--- src/rtl/pend_pkg.sv ---
// Shared definitions for the request pending tracker.
// Also holds the encoder code to source index mapping.
package pend_pkg;

  localparam int N_SRC     = 4;
  localparam int CNT_W_DEF = 3;

  typedef logic [CNT_W_DEF-1:0] cnt_t;

  function automatic logic [1:0] idx_to_src(input logic [1:0] k);
    return 2'd3 - k;
  endfunction

endpackage

--- src/rtl/pend_cnt_cell.sv ---
// Single saturating up/down pending counter.
// Flags overflow and underflow attempts; never wraps.
module pend_cnt_cell #(
  parameter int CNT_W = 3
) (
  input  logic             clk_i,
  input  logic             rst_i,
  input  logic             inc_i,
  input  logic             dec_i,
  output logic [CNT_W-1:0] cnt_o,
  output logic [CNT_W-1:0] cnt_d_o,
  output logic             ovf_set_o,
  output logic             err_o
);

  localparam logic [CNT_W-1:0] MAX = '1;
  localparam logic [CNT_W-1:0] ONE = CNT_W'(1);

  logic [CNT_W-1:0] cnt_q;
  logic [CNT_W-1:0] cnt_d;

  // Simultaneous inc and dec cancel out, so neither flag fires.
  always_comb begin
    cnt_d     = cnt_q;
    ovf_set_o = 1'b0;
    err_o     = 1'b0;
    unique case ({inc_i, dec_i})
      2'b10: begin
        if (cnt_q == MAX) ovf_set_o = 1'b1;
        else              cnt_d     = cnt_q + ONE;
      end
      2'b01: begin
        if (cnt_q == '0) err_o = 1'b1;
        else             cnt_d = cnt_q - ONE;
      end
      default: ;
    endcase
  end

  always_ff @(posedge clk_i) begin
    if (rst_i) cnt_q <= '0;
    else       cnt_q <= cnt_d;
  end

  assign cnt_o   = cnt_q;
  assign cnt_d_o = cnt_d;

endmodule

--- src/rtl/req_pend_tracker.sv ---
// Per-source pending counters feeding the priority encoder.
// Encoder results come back as service strobes.
module req_pend_tracker
  import pend_pkg::*;
#(
  parameter int CNT_W = 3
) (
  input  logic               clk,
  input  logic               rst,
  input  logic [3:0]         req_in,
  input  logic               srv_valid,
  input  logic [1:0]         srv_idx,
  input  logic               ovf_clr,
  output logic [3:0]         D,
  output logic [4*CNT_W-1:0] pend_cnt,
  output logic [3:0]         ovf,
  output logic               srv_err
);

  logic [N_SRC-1:0] dec;
  logic [N_SRC-1:0] ovf_set;
  logic [N_SRC-1:0] err;
  logic [N_SRC-1:0] nz_d;

  logic [N_SRC-1:0] d_q;
  logic [N_SRC-1:0] ovf_q;
  logic             err_q;

  always_comb begin
    dec = '0;
    if (srv_valid) dec[idx_to_src(srv_idx)] = 1'b1;
  end

  for (genvar i = 0; i < N_SRC; i++) begin : g_cell
    logic [CNT_W-1:0] cnt;
    logic [CNT_W-1:0] cnt_d;

    pend_cnt_cell #(.CNT_W(CNT_W)) u_cell (
      .clk_i     (clk),
      .rst_i     (rst),
      .inc_i     (req_in[i]),
      .dec_i     (dec[i]),
      .cnt_o     (cnt),
      .cnt_d_o   (cnt_d),
      .ovf_set_o (ovf_set[i]),
      .err_o     (err[i])
    );

    assign nz_d[i] = (cnt_d != '0);
    assign pend_cnt[i*CNT_W +: CNT_W] = cnt;
  end

  // A fresh overflow wins over a clear in the same cycle.
  always_ff @(posedge clk) begin
    if (rst) begin
      d_q   <= '0;
      ovf_q <= '0;
      err_q <= 1'b0;
    end else begin
      d_q   <= nz_d;
      ovf_q <= (ovf_q & ~{N_SRC{ovf_clr}}) | ovf_set;
      err_q <= |err;
    end
  end

  assign D       = d_q;
  assign ovf     = ovf_q;
  assign srv_err = err_q;

endmodule

--- config.mk ---
export PLATFORM = sky130hd
export DESIGN_NAME = req_pend_tracker
export DESIGN_NICKNAME = d
export VERILOG_FILES = /design/src/rtl/pend_pkg.sv /design/src/rtl/pend_cnt_cell.sv /design/src/rtl/req_pend_tracker.sv
export SDC_FILE = /design/constraint.sdc
export NUM_CORES = 1
export LEC_CHECK = 0
export CAP_MARGIN = 20
export CORE_UTILIZATION = 30
export CTS_BUF_LIST = sky130_fd_sc_hd__clkbuf_16
export CTS_CLUSTER_DIAMETER = 40
export CTS_CLUSTER_SIZE = 20
export DETAILED_ROUTE_END_ITERATION = 7
export PLACE_DENSITY = 0.55
export SYNTH_ARGS = -nofsm -noshare
export SYNTH_HDL_FRONTEND = slang
export SYNTH_SLANG_ARGS = --single-unit
--- constraint.sdc ---
create_clock -name clk -period 3.5 [get_ports clk]
set_clock_uncertainty 0.05 [all_clocks]
set_input_delay 0.7 -clock clk [delete_from_list [all_inputs] [get_ports clk]]
set_output_delay 0.7 -clock clk [all_outputs]
set_load 0.01 [all_outputs]
==> impl_metrics.ini <==
[route]
totalWireLength_um = 3160
detail_route.iter0.violations = 104
drc = 0
vias = 1273
detail_route.wl_per_cell_um = 13.1
ant_nets = 0
avgViaCountPerCell = 5.26
first_pass_iters = 4

[job]
maxCapViolations = 0

[timing]
slew_headroom_pct = 59.0
drv_slew = 0
hold_violations = 0
finalSetupViolations = 0
max_freq_ghz = 0.359
fin_tns_setup_ns = 0
post-route-min-period_ns = 2.79
rsz0062_at_grt = false
fin_ws_ns = 0.712
worst_slew_pin_slew_ns = 0.613
period_share_pct = 79.7

[clock_tree]
post_cts_buffers = 0
cts_resized = 0
cts-htree-levels = 1
cts.hold.buffers_added = 0
clk_pin_slew_worst_paths_ns = 0.06
cts_tree = yes
numCtsBuffers = 3
clockRootBuffer = clkbuf_16
clock_latency_ns = 0.25
cts_buffer_depth = 2
cts.sinks = 21

[yosys]
synth_most_common_cell = dfxtp_1
synth_top_cell_area_share_pct = 30.4
synthTopCellsByCount = dfxtp_1, ha_1, inv_1, nor2b_1, a21oi_1
yosysUniqueCellTypes = 28
syn_nets = 186
yosys-top-cells-area = dfxtp_1, ha_1, nor2b_1
avgSynthCellArea_um2 = 8.88
netlist_instances = 156
synth_warnings = 0
ys_async_sr_fraction_pct = 0
synth_seq_area_share_pct = 30.4
ys_ff_latch = 21
synth_top_flop_cell = dfxtp_1
synth_top_area_cell = dfxtp_1
syn-cell-area_um2 = 1390
synth_edf_count = 0

[final_layout]
utilization_pct = 41.9
area_growth_pct = 32.6
diodes = 0
final_nets = 221
num-fill-cells = 430
seq_area_um2 = 420
multi_input_area_um2 = 892
drive_above_1_share_pct = 11.1

[min_path]
hold_depth = 2
hold_path.class = reg -> reg
min_from = ovf[2]
hold_end = ovf[2]

[placed_design]
port_buffers = 30
dp_slack_ns = 0.441
dp.final_hpwl_um = 2530
place_congestion = 0.868

[die]
ios = 31
start_util_pct = 31.6
core_area_um2 = 4380
die_w_um = 69.9
die_area_um2 = 4890
row_count = 24
die_h_um = 69.9

[critical_path]
startpoint_type = input pin
critPathRequiredTime_ns = 3.58
r2r-end = D[3]
r2r_start = g_cell[3].u_cell.cnt_o[0]
worst_setup_path_end_kind = flip-flop
critPathArrivalTime_ns = 2.87
reg2regPathDepth = 6
r2r_setup_slack_ns = 1.67
crit_type = in -> reg
path_max_fanout = 5

[power_and_ir_drop]
switching_share_pct = 24.9
power_frac_seq_pct = 41.6
power.switching_mw = 0.151
p_comb_share_pct = 18.4
p_per_area_nw_per_um2 = 331
intPower_mw = 0.457
power_leakage_nw = 0.739
clkPwrFrac_pct = 40.0
vdd.ir_drop.worst_mv = 0.148

[global_route]
groute.usage.overall_pct = 13.8
grt_overflow_total = 0
antenna_found_initial = 0
grt_max_degree = 19
grt_pass1_vias = 1231
grt_pass1_wl_um = 5490

[status]
status = completed
## how the worst max path moves through the flow
| stage | from | endpoint | slack [ns] |
|---|---|---|---|
| final | srv_valid | D[3] | 0.71 |
| after global routing | srv_valid | D[3] | 0.65 |
| after CTS | srv_valid | D[3] | 0.71 |
| after detailed placement | srv_valid | D[3] | 0.44 |
| after global placement | srv_valid | D[3] | 0.52 |
| after floorplan | srv_idx[0] | D[3] | 1.09 |
## layout by cell type (no fill, tap or decap), types with 2 or more instances in the layout
cell,Yosys,layout
a211oi_2,4,4
a21oi_1,12,12
a22oi_1,2,2
a32oi_1,4,4
and3_4,4,4
buf_4,0,2
clkbuf_16,0,3
clkdlybuf4s50_1,0,30
dfxtp_1,21,21
ha_1,20,20
inv_1,17,17
nand2_1,8,8
nand2b_1,4,4
nor2_1,4,4
nor2b_1,13,13
nor3_1,4,4
nor4bb_1,2,2
o21ai_0,6,6
o22ai_1,2,2
o31ai_1,3,3
o32ai_1,8,8
or2_2,6,6
or3_1,4,4
## sequential cells by signal, summed over array words and instances (netlist names)
register             flops
D                        4
g_cell.u_cell.cnt_o     12
ovf                      4
srv_err                  1
## worst max-delay path: stages
cell             delay, ns
clkdlybuf4s50_1       0.51
or3b_2                0.47
ha_1                  0.25
and3_4                0.20
a211oi_2              0.23
o32ai_1               0.12
or3_1                 0.40
## power by group through the flow
stage	registers [mW]	logic, mW	clock network, mW
2_1_floorplan	0.262	0.0615	0
5_1_grt	0.254	0.123	0.260
4_1_cts	0.253	0.112	0.250
3_5_place_dp	0.258	0.111	0
6_report	0.253	0.112	0.243
3_3_place_gp	0.258	0.108	0
## logic make-up after synthesis
group	synth area share [%]
adder cells (fa/ha/maj)	18.1
flip-flops	30.4
AO/OA/AOI/OAI	22.3
buffers and inverters	5.24
AND/OR/NAND/NOR	24.0
## metal layers
layer | global-route usage, % | wire length, um
met5 | 0 | 0
met2 | 23.4 | 1500
met1 | 16.7 | 1460
met3 | 2.45 | 135
met4 | 7.11 | 67
## final cells by class
type                       count  share of cell area, %
multi-input combinational    116                   48.6
inverter                      17                   3.47
timing repair buffer          32                   17.2
sequential                    21                   22.9
clock buffer                   3                   4.09
tap                           52                   3.54
clock inverter                 1                  0.272
## through the flow
stage | instances | hold slack, ns | area, um2 | total power, mW
2_1_floorplan | 156 | 0.472 | 1390 | 0.323
3_3_place_gp | 238 | 0.424 | 1760 | 0.366
3_5_place_dp | 238 | 0.432 | 1760 | 0.370
4_1_cts | 242 | 0.447 | 1840 | 0.614
5_1_grt | 242 | 0.485 | 1840 | 0.637
6_report | 242 | 0.443 | 1840 | 0.608
Power figures use the tool's default switching activity.
